===== src/rtl/tenyr_fetch_if.sv =====
// -----------------------------------------------------------------------------
// tenyr_fetch_if
// Bundles the instruction-memory request/return signals, the core-facing
// instruction handshake and the core's redirect/stall controls of the tenyr
// prefetch stage.
//   master : the fetch stage (drives mem_req/mem_addr and insn_*)
//   slave  : the surroundings (memory + core)
// -----------------------------------------------------------------------------
interface tenyr_fetch_if;
  // memory side
  logic        mem_req;
  logic [31:0] mem_addr;
  logic        mem_ready;
  logic [31:0] mem_data;
  // core side
  logic        redirect;
  logic [31:0] redirect_pc;
  logic        insn_valid;
  logic [31:0] insn_data;
  logic [31:0] insn_pc;
  logic        insn_ready;
  logic        stall;

  modport master (
    output mem_req, mem_addr, insn_valid, insn_data, insn_pc,
    input  mem_ready, mem_data, redirect, redirect_pc, insn_ready, stall
  );

  modport slave (
    input  mem_req, mem_addr, insn_valid, insn_data, insn_pc,
    output mem_ready, mem_data, redirect, redirect_pc, insn_ready, stall
  );
endinterface


===== src/rtl/tenyr_fetch.sv =====
// -----------------------------------------------------------------------------
// tenyr_fetch
// Instruction prefetch stage for the tenyr core. Issues sequential word
// addresses to a fixed one-cycle-latency instruction memory, buffers returned
// words together with their fetch address in a DEPTH-entry FIFO and hands
// them to the core over a valid/ready handshake. A redirect from the core
// flushes buffered and in-flight words and restarts fetching at redirect_pc.
// Ports:
//   clk    : clock, all state updates on the rising edge
//   reset  : synchronous, active-high reset
//   bus    : tenyr_fetch_if.master (memory request/return, insn handshake,
//            redirect, stall)
// -----------------------------------------------------------------------------
`ifndef RESETVECTOR
`define RESETVECTOR 32'h0000_1000
`endif

module tenyr_fetch #(
  parameter int          DEPTH    = 4,
  parameter logic [31:0] RESET_PC = `RESETVECTOR
) (
  input  logic         clk,
  input  logic         reset,
  tenyr_fetch_if.master bus
);

  localparam int AW = $clog2(DEPTH);

  logic [31:0]   fetch_pc_q, fetch_pc_d;
  logic [AW-1:0] wr_ptr_q, wr_ptr_d;
  logic [AW-1:0] rd_ptr_q, rd_ptr_d;
  logic [AW:0]   count_q, count_d;
  logic          pend_q, pend_d;
  logic [31:0]   pend_pc_q, pend_pc_d;
  logic          kill_q, kill_d;

  logic [31:0]   pc_mem   [DEPTH];
  logic [31:0]   data_mem [DEPTH];

  logic [AW+1:0] used;
  logic          has_credit;
  logic          accept;
  logic          push;
  logic          pop;

  // Entries already buffered plus the one possibly in flight; a request only
  // goes out when its return is guaranteed a slot, so the FIFO never overflows.
  assign used       = {1'b0, count_q} + {{(AW+1){1'b0}}, pend_q};
  assign has_credit = used < (AW+2)'(DEPTH);

  // Deliberately independent of mem_ready to keep the memory handshake free
  // of combinational loops.
  assign bus.mem_req  = !reset && !bus.stall && !bus.redirect && has_credit;
  assign bus.mem_addr = fetch_pc_q;

  assign accept = bus.mem_req && bus.mem_ready;
  // A redirect discards both the word returning this cycle and any pop.
  assign push   = pend_q && !kill_q && !bus.redirect;
  assign pop    = bus.insn_valid && bus.insn_ready && !bus.redirect;

  assign bus.insn_valid = (count_q != '0);
  assign bus.insn_data  = data_mem[rd_ptr_q];
  assign bus.insn_pc    = pc_mem[rd_ptr_q];

  always_comb begin
    fetch_pc_d = accept ? fetch_pc_q + 32'd1 : fetch_pc_q;
    pend_d     = accept;
    pend_pc_d  = accept ? fetch_pc_q : pend_pc_q;
    wr_ptr_d   = push ? wr_ptr_q + AW'(1) : wr_ptr_q;
    rd_ptr_d   = pop  ? rd_ptr_q + AW'(1) : rd_ptr_q;
    unique case ({push, pop})
      2'b10:   count_d = count_q + (AW+1)'(1);
      2'b01:   count_d = count_q - (AW+1)'(1);
      default: count_d = count_q;
    endcase
    kill_d = 1'b0;
    if (bus.redirect) begin
      fetch_pc_d = bus.redirect_pc;
      wr_ptr_d   = '0;
      rd_ptr_d   = '0;
      count_d    = '0;
      // Defensive: a return still outstanding after the redirect cycle must
      // never reach the FIFO, so mark it to be dropped when it lands.
      kill_d     = pend_d;
    end
  end

  always_ff @(posedge clk) begin
    if (reset) begin
      fetch_pc_q <= RESET_PC;
      wr_ptr_q   <= '0;
      rd_ptr_q   <= '0;
      count_q    <= '0;
      pend_q     <= 1'b0;
      pend_pc_q  <= '0;
      kill_q     <= 1'b0;
    end else begin
      fetch_pc_q <= fetch_pc_d;
      wr_ptr_q   <= wr_ptr_d;
      rd_ptr_q   <= rd_ptr_d;
      count_q    <= count_d;
      pend_q     <= pend_d;
      pend_pc_q  <= pend_pc_d;
      kill_q     <= kill_d;
    end
  end

  // FIFO storage: one write enable per entry, no reset needed since the
  // pointers and count define which entries are live.
  for (genvar gi = 0; gi < DEPTH; gi++) begin : g_entry
    always_ff @(posedge clk) begin
      if (!reset && push && (wr_ptr_q == AW'(gi))) begin
        pc_mem[gi]   <= pend_pc_q;
        data_mem[gi] <= bus.mem_data;
      end
    end
  end

endmodule

===== src/flat_wrapper.sv =====
// flat-port wrapper written by rule: the top's interface ports become plain ports
module tenyr_fetch_flat 
#(
  parameter int          DEPTH    = 4,
  parameter logic [31:0] RESET_PC = `RESETVECTOR
)
  (clk, reset, bus_mem_req, bus_mem_addr, bus_insn_valid, bus_insn_data, bus_insn_pc, bus_mem_ready, bus_mem_data, bus_redirect, bus_redirect_pc, bus_insn_ready, bus_stall);
  tenyr_fetch_if bus_i ();
  input  logic clk;
  input  logic reset;
  output wire logic [$bits(bus_i.mem_req)-1:0] bus_mem_req;
  output wire logic [$bits(bus_i.mem_addr)-1:0] bus_mem_addr;
  output wire logic [$bits(bus_i.insn_valid)-1:0] bus_insn_valid;
  output wire logic [$bits(bus_i.insn_data)-1:0] bus_insn_data;
  output wire logic [$bits(bus_i.insn_pc)-1:0] bus_insn_pc;
  input wire logic [$bits(bus_i.mem_ready)-1:0] bus_mem_ready;
  input wire logic [$bits(bus_i.mem_data)-1:0] bus_mem_data;
  input wire logic [$bits(bus_i.redirect)-1:0] bus_redirect;
  input wire logic [$bits(bus_i.redirect_pc)-1:0] bus_redirect_pc;
  input wire logic [$bits(bus_i.insn_ready)-1:0] bus_insn_ready;
  input wire logic [$bits(bus_i.stall)-1:0] bus_stall;
  assign bus_mem_req = bus_i.mem_req;
  assign bus_mem_addr = bus_i.mem_addr;
  assign bus_insn_valid = bus_i.insn_valid;
  assign bus_insn_data = bus_i.insn_data;
  assign bus_insn_pc = bus_i.insn_pc;
  assign bus_i.mem_ready = bus_mem_ready;
  assign bus_i.mem_data = bus_mem_data;
  assign bus_i.redirect = bus_redirect;
  assign bus_i.redirect_pc = bus_redirect_pc;
  assign bus_i.insn_ready = bus_insn_ready;
  assign bus_i.stall = bus_stall;
  tenyr_fetch #(.DEPTH(DEPTH), .RESET_PC(RESET_PC)) u_core (.clk(clk), .reset(reset), .bus(bus_i));
endmodule

===== config.mk =====
export PLATFORM = sky130hd
export DESIGN_NAME = tenyr_fetch_flat
export DESIGN_NICKNAME = d
export VERILOG_FILES = /design/src/rtl/tenyr_fetch_if.sv /design/src/rtl/tenyr_fetch.sv /design/src/flat_wrapper.sv
export SDC_FILE = /design/constraint.sdc
export NUM_CORES = 1
export LEC_CHECK = 0
export ABC_AREA = 1
export BUFFER_PORTS_ARGS = -buffer_cell sky130_fd_sc_hd__buf_2
export CORE_ASPECT_RATIO = 1.75
export CORE_UTILIZATION = 40
export DETAILED_ROUTE_END_ITERATION = 7
export GPL_ROUTABILITY_DRIVEN = 0
export GPL_TIMING_DRIVEN = 0
export PLACE_DENSITY_LB_ADDON = 0.2
export SYNTH_ARGS = -nofsm -noshare
export SYNTH_HDL_FRONTEND = slang
export SYNTH_SLANG_ARGS = --single-unit

===== constraint.sdc =====
create_clock -name clk -period 11.75 [get_ports clk]
set_clock_uncertainty 0.15 [all_clocks]
set_input_delay 2.35 -clock clk [delete_from_list [all_inputs] [get_ports clk]]
set_output_delay 2.35 -clock clk [all_outputs]
set_load 0.02 [all_outputs]

Word-level counts from Yosys, hierarchy flattened
Memories as Yosys holds them, arrays and structs flattened. A register that Yosys moved wholly into a read port is not among the register bits.
Index checks and enable logic that the tools add are counted.
{ "totals": {"ram_bits": 256, "latch_bits": 0, "romBits": 0, "out_inout_bits": 98, "reg_bits": 73, "wordCells": 84, "memories": 2} }
{ "mem_list": {"columns": ["name", "words", "width", "rd", "rd_ports_with_merged_regs", "write_ports", "line_no", "text"], "rows": [
  ["u_core.data_mem", 4, 32, 1, 1, 1, "tenyr_fetch.sv:38", "logic [31:0] data_mem [DEPTH];"],
  ["u_core.pc_mem", 4, 32, 1, 1, 1, "tenyr_fetch.sv:37", "logic [31:0] pc_mem [DEPTH];"]
]} }
{ "classes": {"n_lt_le_gt_ge": 1, "shifts": 0, "add_sub_neg": 6, "n_bitwise": 1, "n_eq_ne": 5, "n_reduce_logical": 29, "mul": 0, "n_div": 0, "n_mux": 33} }
{ "op_table": {"columns": ["op", "n"], "rows": [
  ["$mux W32", 8],
  ["$reduce_or A32 Y1", 6],
  ["$add A32 B1 Y32 const B", 1],
  ["$mux W2", 10],
  ["$mux W1", 14],
  ["$logic_and A1 B1 Y1", 13],
  ["$eq A2 B2 Y1 const B", 3],
  ["$pmux W3 S2", 1],
  ["$add A2 B1 Y2 const B", 2],
  ["$add A3 B1 Y4", 1],
  ["$eq A2 B1 Y1 const B", 2],
  ["$logic_not A1 Y1", 4],
  ["$lt A4 B3 Y1 const B", 1],
  ["$reduce_bool A2 Y1", 2],
  ["$reduce_or A2 Y1", 2],
  ["$add A3 B1 Y3 const B", 1],
  ["$reduce_bool A3 Y1", 1],
  ["$sub A3 B1 Y3 const B", 1],
  ["$logic_not A2 Y1", 1],
  ["$not A1 Y1", 1]
]} }

Depth between registers and ports, before layout
Gate-level depths: netlist of the first run.
{ "logic_depth": {"word_depth": 11, "depth_mapped": 11, "depth_no_buf": 11} }

Worst setup path before layout of the first run
OpenSTA, ideal clock, no wires.
{ "synth_timing": {"path_kind": "input port to flip-flop", "start": "input bus_redirect", "end": "memory u_core.data_mem[0][0], enable pin", "arrival_time_ns": 5.443, "slack_ns": 5.671, "path_stages": 4, "required_ns": 11.114, "path_cell_list": "buf_6 > nor2_8 > nand2_1 > nor2_1"} }
{ "synth_between": {"elab_chain_cells": 10, "elab_cells_between_ends": 24, "classes_between": "mux: 14; reduce/logical: 10"} }
{ "synth_rtl": {"columns": ["item", "line_no", "text"], "rows": [
  ["start, declared", "flat_wrapper.sv:18", "input wire logic [$bits(bus_i.redirect)-1:0] bus_redirect;"],
  ["$logic_not A1 Y1 *", "tenyr_fetch.sv:58", "assign push = pend_q && !kill_q && !bus.redirect;"],
  ["$logic_and A1 B1 Y1 *", "tenyr_fetch.sv:58", null],
  ["$logic_and A1 B1 Y1 *", "tenyr_fetch.sv:112", "if (!reset && push && (wr_ptr_q == AW'(gi))) begin"],
  ["$logic_and A1 B1 Y1", "tenyr_fetch.sv:112", null],
  ["$mux W1", "tenyr_fetch.sv:112", null],
  ["$mux W1 (not written as such)", "tenyr_fetch.sv:114", "data_mem[gi] <= bus.mem_data;"],
  ["$reduce_or A32 Y1 (no line)", null, null],
  ["$mux W2 (no line) / $mux W1 (equally long branches) (3 in a row)", null, null],
  ["end, declared", "tenyr_fetch.sv:38", null]
]} }
Mark *: on every way between the ends. The rest lies on a longest branch, timed or not.

Worst setup path in the final report of the first run
{ "layout_timing": {"start": "input bus_redirect", "end": "output bus_mem_req"} }
{ "layout_between": {"elab_chain_cells": 3} }
{ "layout_rtl": {"columns": ["item", "line_no", "text"], "rows": [
  ["$logic_not A1 Y1", "tenyr_fetch.sv:53", "assign bus.mem_req = !reset && !bus.stall && !bus.redirect && has_credit;"],
  ["$logic_and A1 B1 Y1 (2 in a row)", "tenyr_fetch.sv:53", null],
  ["end, declared", "flat_wrapper.sv:11", "output wire logic [$bits(bus_i.mem_req)-1:0] bus_mem_req;"]
]} }
No other way between the ends.

==> results.json, run 1 <==
{
  "htree_levels": 1,
  "power_switching_share_pct": 21.2,
  "die_area_sq_um": 33800,
  "chipWidth_um": 139,
  "p_leak_nw": 5.77,
  "first_global_vias": 9304,
  "ys_top_cells_by_count": "sky130_fd_sc_hd__edfxtp_1 (256), sky130_fd_sc_hd__nor2_1 (201), sky130_fd_sc_hd__o21ai_0 (164)",
  "syn_to_final_growth_pct": 19.0,
  "detailroute.wirelength.met2_mm": 18.5,
  "dr.pass1.iters": 5,
  "drt_wl_total_mm": 34.6,
  "count_of_endpoints_failing_setup_in_the_final_report": 0,
  "worst-slew-pin-transition_ns": 0.685,
  "worst_min_delay_path_class": "reg2reg",
  "highest_layer": "met4",
  "io_buffer_count": 166,
  "cts.repair.resized": 0,
  "cts.clk_slew.worst_paths_ns": 0.07,
  "cts_sinks": 331,
  "post_detailed_route_via_to_cell_ratio": 5.21,
  "ys_top_cells_by_area": "sky130_fd_sc_hd__edfxtp_1 (58%), sky130_fd_sc_hd__dfxtp_1 (11%), sky130_fd_sc_hd__o21ai_0 (6.2%)",
  "critPathRequiredTime_ns": 9.25,
  "met3WireLength_mm": 1.42,
  "detailroute.via_count": 9513,
  "post_synth_inst_count": 1195,
  "p_int_mw": 1.84,
  "grt_max_degree": 29,
  "seqPwrFrac_pct": 54.8,
  "slew-limit-headroom_pct": 54.3,
  "power-per-cell-area_nw_per_um2": 148,
  "setup.worst_path.end_class": "output port",
  "track_usage_pct": 20.2,
  "syn-num-nets": 1272,
  "maxCapViolCount": 0,
  "layout_worst_path_cycle_share_pct": 46.9,
  "cts_tree": "built",
  "critPathLaunchType": "primary input",
  "cp_max_fo": 10,
  "total_of_warnings_raised_by_yosys": 0,
  "top_flip_flop_cell_by_instance_count_after_synthesis": "sky130_fd_sc_hd__edfxtp_1",
  "ys_seq_elements": 331,
  "layout.area.seq_sq_um": 9190,
  "fin_total_pwr_mw": 2.33,
  "floorplan.rows": 87,
  "drt-initial-drc-count": 560,
  "grt_pass1_wl_mm": 52.3,
  "nets": 1478,
  "synth_area_leader_cell": "sky130_fd_sc_hd__edfxtp_1",
  "drv_slew": 0,
  "seq_area_frac_synth_pct": 69.5,
  "fmax_mhz": 182,
  "gr-total-overflow": 0,
  "peakVddDrop_mv": 0.125,
  "arrival_ns": 3.01,
  "critPathKind": "in2out",
  "synthArstFlopShare_pct": 0,
  "drc": 0,
  "floorplan.io_pins": 168,
  "syn_area_per_cell_sq_um": 11.1,
  "post-synth-top-count-cell": "sky130_fd_sc_hd__edfxtp_1",
  "setup_total_negative_slack_ns": 0,
  "cell_area_synth_sq_um": 13200,
  "core-area_sq_um": 32300,
  "pwr-share-comb_pct": 3.5,
  "clockRootBuffer": "sky130_fd_sc_hd__clkbuf_16",
  "synthDominantCellAreaShare_pct": 58.2,
  "ys_types": 37,
  "hold_violations": 0,
  "power_frac_clock_pct": 41.7,
  "result_of_the_run": "finished clean",
  "tritoncts.num_buffers": 30,
  "ant_nets": 0,
  "drive_above_1_share_pct": 17.9,
  "initial_core_util_pct": 40.9,
  "number_of_antenna_violations_at_the_first_check_in_global_routing": 0,
  "dp.final_hpwl_mm": 24.1,
  "cts_hold_buffers": 0,
  "cts_setup_buffers": 0,
  "m1WireLength_mm": 13.4,
  "number_of_inserted_diodes": 0,
  "switchingPower_mw": 0.494,
  "routedWlPerCell_um": 19.0,
  "synth_edf_count": 256,
  "fin_crit_ns": 5.51,
  "multiInputGateArea_sq_um": 3510,
  "die_h_um": 242,
  "rsz0062_at_grt": "no",
  "clk_latency_worst_skew_pair_ns": 0.56,
  "cts_buffer_depth": 3,
  "filler_cell_count": 2950
}
layer usage:
layer  global-route usage (%)  up-vias
met5                        0        -
met4                     9.08        0
met3                     2.04       59
met2                     37.9      278
met1                     23.0     4587
li1                         -     4589
flip-flops by register name, summed over array words and instances, names as in the netlist, named ones only:
register	cells
u_core.pc_mem	128
u_core.rd_ptr_q	2
u_core.kill_q	1
u_core.wr_ptr_q	2
u_core.pend_pc_q	32
u_core.data_mem	128
u_core.bus.mem_addr	32
u_core.count_q	3
u_core.pend_q	1
cell type report:
cell class              count  area share (%)
flip-flops and latches    331            58.5
clock buffers              40            5.34
well taps                 400            3.18
inverters                  73            1.74
repair buffers            174            6.30
multi-input cells         731            22.3
clock inverters            16           0.923
plain buffers              60            1.74
power groups by stage:
stage	combinational (mW)	sequential [mW]	clock, mW
floorplan	0.0356	1.31	0
global placement	0.0802	1.31	0
detailed placement	0.0821	1.31	0
CTS	0.0824	1.28	0.994
global route	0.0900	1.28	1.03
finish	0.0817	1.28	0.973
worst max-delay path, stage by stage:
cell and delay, ns:
sky130_fd_sc_hd__buf_6 0.13, sky130_fd_sc_hd__nor2_8 0.19, sky130_fd_sc_hd__nand3_4 0.11, sky130_fd_sc_hd__inv_1 0.06
sky130_fd_sc_hd__buf_2 0.15
worst paths after layout:
kind	endpoint	depth (start not counted)	start	slack [ns]
worst max-delay path	bus_mem_req	5	bus_redirect	6.24
worst min-delay path	register	2	u_core.rd_ptr_q[1]	0.32
worst max register to register	u_core.data_mem[0][28]	6	u_core.pend_q	9.41
worst min register to register	register	2	u_core.rd_ptr_q[1]	0.32
stage by stage:
stage / cell area (sq um) / utilization (%) / setup WS (ns) / instances / hold slack (ns)
floorplan: 13200 / - / 5.67 / 1195 / 0.286
global placement: 14500 / 45.0 / 3.28 / 1761 / 0.323
detailed placement: 14700 / 45.6 / 6.23 / 1769 / 0.322
CTS: 15700 / 48.6 / 6.23 / 1825 / 0.327
global route: 15700 / 48.6 / 6.19 / 1825 / 0.367
finish: 15700 / 48.6 / 6.24 / 1825 / 0.323
layout by cell type (no fill, tap or decap), types with 4 or more instances in the layout:
master and n:
sky130_fd_sc_hd__buf_6 4, sky130_fd_sc_hd__nand2_1 162, sky130_fd_sc_hd__buf_12 8, sky130_fd_sc_hd__nand3_1 34
sky130_fd_sc_hd__clkbuf_1 49, sky130_fd_sc_hd__clkbuf_16 31, sky130_fd_sc_hd__ha_1 6, sky130_fd_sc_hd__a31oi_1 4
sky130_fd_sc_hd__o22ai_1 64, sky130_fd_sc_hd__o21ai_0 164, sky130_fd_sc_hd__nand4_1 4, sky130_fd_sc_hd__buf_2 177
sky130_fd_sc_hd__a21oi_1 55, sky130_fd_sc_hd__dfxtp_1 75, sky130_fd_sc_hd__edfxtp_1 256, sky130_fd_sc_hd__clkinv_2 5
sky130_fd_sc_hd__xor2_1 8, sky130_fd_sc_hd__nor2_1 197, sky130_fd_sc_hd__clkinv_1 6, sky130_fd_sc_hd__nor2_4 6
sky130_fd_sc_hd__inv_1 68
cell families after synthesis:
logic type	after synthesis	synth area share [%]
buffers and inverters	133	4.14
other	1	0.0284
adder cells (fa/ha/maj)	7	0.720
flip-flops	331	69.5
AND/OR/NAND/NOR	419	13.0
XOR/XNOR	10	0.663
AO/OA/AOI/OAI	294	11.9
(Power assumes the default switching activity.)
==> run 2: changes to the inputs <==
--- a/config.mk
+++ b/config.mk
@@ -5,7 +5,7 @@
 export SDC_FILE = /design/constraint.sdc
 export NUM_CORES = 1
 export LEC_CHECK = 0
-export ABC_AREA = 1
+export ABC_AREA = 0
 export BUFFER_PORTS_ARGS = -buffer_cell sky130_fd_sc_hd__buf_2
 export CORE_ASPECT_RATIO = 1.75
 export CORE_UTILIZATION = 40
==> constraint.sdc (replaced) <==
create_clock -name clk -period 5.4 [get_ports clk]
set_clock_uncertainty 0.15 [all_clocks]
set_input_delay 1.08 -clock clk [delete_from_list [all_inputs] [get_ports clk]]
set_output_delay 1.08 -clock clk [all_outputs]
set_load 0.02 [all_outputs]
==> run 2 against run 1 <==
  * Synthesized cell count shrank 38%
  * Wire length shrank 23%
  * Critical path depth shrank 1
  * Clock power grew 130%
  * Via count shrank 27%
  * Die area shrank 4.8%
  * Non-clock buffer count shrank 26
  * Cell count shrank 25%
  * Highest routed layer unchanged
==> results.json, run 2 <==
{
  "io_buffer_count": 166,
  "chipWidth_um": 136,
  "ys_types": 43,
  "r2r-start": "u_core.bus.mem_addr[8]",
  "drt-initial-drc-count": 326,
  "syn_area_per_cell_sq_um": 16.9,
  "setup.worst_path.end_class": "output port",
  "worst-slew-pin-transition_ns": 0.867,
  "total_of_warnings_raised_by_yosys": 0,
  "drive_above_1_share_pct": 31.9,
  "syn_to_final_growth_pct": 19.8,
  "cts_setup_buffers": 0,
  "die_h_um": 237,
  "syn-num-nets": 821,
  "layout_worst_path_cycle_share_pct": 74.3,
  "ys_top_cells_by_area": "sky130_fd_sc_hd__edfxtp_1 (61%), sky130_fd_sc_hd__dfxtp_1 (12%), sky130_fd_sc_hd__mux4_2 (11%)",
  "dp.final_hpwl_mm": 17.7,
  "reg.largest.list": "u_core.data_mem: 128 flops, u_core.pc_mem: 128 flops",
  "dr.pass1.iters": 4,
  "drt_wl_total_mm": 26.8,
  "htree_levels": 1,
  "critPathLaunchType": "register",
  "synthDominantCellAreaShare_pct": 61.1,
  "number_of_inserted_diodes": 0,
  "first_global_vias": 7249,
  "post_detailed_route_via_to_cell_ratio": 5.13,
  "finish.utilization_pct": 48.9,
  "cts.repair.resized": 0,
  "gr-total-overflow": 0,
  "cp_max_fo": 10,
  "mostFrequentLayoutCell": "sky130_fd_sc_hd__edfxtp_1",
  "result_of_the_run": "finished clean",
  "synthArstFlopShare_pct": 0,
  "rsz0062_at_grt": "no",
  "critPathKind": "reg2out",
  "cts_hold_buffers": 0,
  "arrival_ns": 2.78,
  "floorplan.io_pins": 168,
  "ant_nets": 0,
  "drv_slew": 0,
  "peakVddDrop_mv": 0.237,
  "synth_edf_count": 256,
  "min-delay-start": "u_core.pend_pc_q[21]",
  "clockRootBuffer": "sky130_fd_sc_hd__clkbuf_16",
  "setup_total_negative_slack_ns": 0,
  "cts_buffer_depth": 3,
  "final_cell_mix": "sky130_fd_sc_hd__edfxtp_1 (256), sky130_fd_sc_hd__buf_2 (172), sky130_fd_sc_hd__nand2_1 (89)",
  "post_synth_inst_count": 744,
  "nets": 1023,
  "grt_max_degree": 43,
  "power-per-cell-area_nw_per_um2": 343,
  "track_usage_pct": 17.2,
  "clk_latency_worst_skew_pair_ns": 0.56,
  "number_of_antenna_violations_at_the_first_check_in_global_routing": 0,
  "count_of_endpoints_failing_setup_in_the_final_report": 0,
  "die_area_sq_um": 32200,
  "synth_area_leader_cell": "sky130_fd_sc_hd__edfxtp_1",
  "routedWlPerCell_um": 19.7,
  "cts_tree": "built",
  "ys_top_cells_by_count": "sky130_fd_sc_hd__edfxtp_1 (256), sky130_fd_sc_hd__nand2_1 (89), sky130_fd_sc_hd__dfxtp_1 (75)",
  "floorplan.rows": 85,
  "cts.clk_slew.worst_paths_ns": 0.07,
  "maxCapViolCount": 0,
  "detailroute.via_count": 6981,
  "critPathRequiredTime_ns": 4.17,
  "grt_pass1_wl_mm": 41.6,
  "core-area_sq_um": 30800,
  "p_leak_nw": 4.80,
  "seq_area_frac_synth_pct": 73.1,
  "fin_crit_ns": 4.01,
  "top_flip_flop_cell_by_instance_count_after_synthesis": "sky130_fd_sc_hd__edfxtp_1",
  "hold_violations": 0,
  "cell_area_synth_sq_um": 12600,
  "post-synth-top-count-cell": "sky130_fd_sc_hd__edfxtp_1",
  "tritoncts.num_buffers": 30,
  "ys_seq_elements": 331,
  "initial_core_util_pct": 40.8,
  "drc": 0,
  "cts_sinks": 331,
  "setup.reg_to_reg.worst_slack_ns": 3.04,
  "worst_min_delay_path_class": "reg2reg",
  "fmax_mhz": 249,
  "slew-limit-headroom_pct": 42.2
}
-- run 2: metal layers --
metal,wire [um],GRT usage [%],up-vias
li1,-,-,3279
met1,10600,20.6,3472
met2,14300,31.0,189
met3,1150,2.31,41
met4,689,6.30,0
met5,0,0,-
-- run 2: metrics by stage --
stage / instance area (sq um) / setup slack [ns] / cells / power, mW / hold WS, ns
after floorplan: 12600 / 1.81 / 744 / 2.91 / 0.310
after global placement: 13900 / 0.256 / 1301 / 2.99 / 0.330
after detailed placement: 14000 / 1.57 / 1305 / 2.99 / 0.336
after CTS: 15100 / 1.18 / 1361 / 5.22 / 0.346
after global routing: 15100 / 1.12 / 1361 / 5.33 / 0.371
final: 15100 / 1.39 / 1361 / 5.16 / 0.347
-- run 2: layout make-up --
cell class                 instances  area [sq um]
timing repair buffer             170           941
buffer                            38           161
clock buffer                      33           805
multi-input combinational        365          3210
sequential                       331          9190
clock inverter                    23           240
fill                            2678         15800
inverter                          10          37.5
tap                              391           489
-- run 2: path summary, 6_finish.rpt --
check	to	cells past startpoint
worst max-delay path	bus_insn_pc[20]	4
worst min-delay path	u_core.pend_pc_q[21]	2
worst max register to register	u_core.bus.mem_addr[23]	5
worst min register to register	u_core.pend_pc_q[21]	2
-- run 2: logic make-up after synthesis --
family	after synthesis	share of synthesized area, %
buf+inv	48	1.58
xor+xnor	36	2.51
flops	331	73.1
fa+ha+maj	7	0.756
compound gates	74	3.69
other cells	1	0.0298
simple gates	182	6.82
mux	65	11.5
-- run 2: power by group --
part / switching (mW) / internal (mW) / total, mW / leakage (nW)
registers: 0.0334 / 2.75 / 2.78 / 2.74
clock network: 0.954 / 1.28 / 2.23 / 0.512
logic: 0.0947 / 0.0567 / 0.151 / 1.55
-- run 2: critical path: stages (launching register included) --
cell	delay, ns
sky130_fd_sc_hd__dfxtp_1	0.31
sky130_fd_sc_hd__clkbuf_1	0.65
sky130_fd_sc_hd__buf_2	0.48
sky130_fd_sc_hd__mux4_2	0.60
sky130_fd_sc_hd__buf_2	0.19
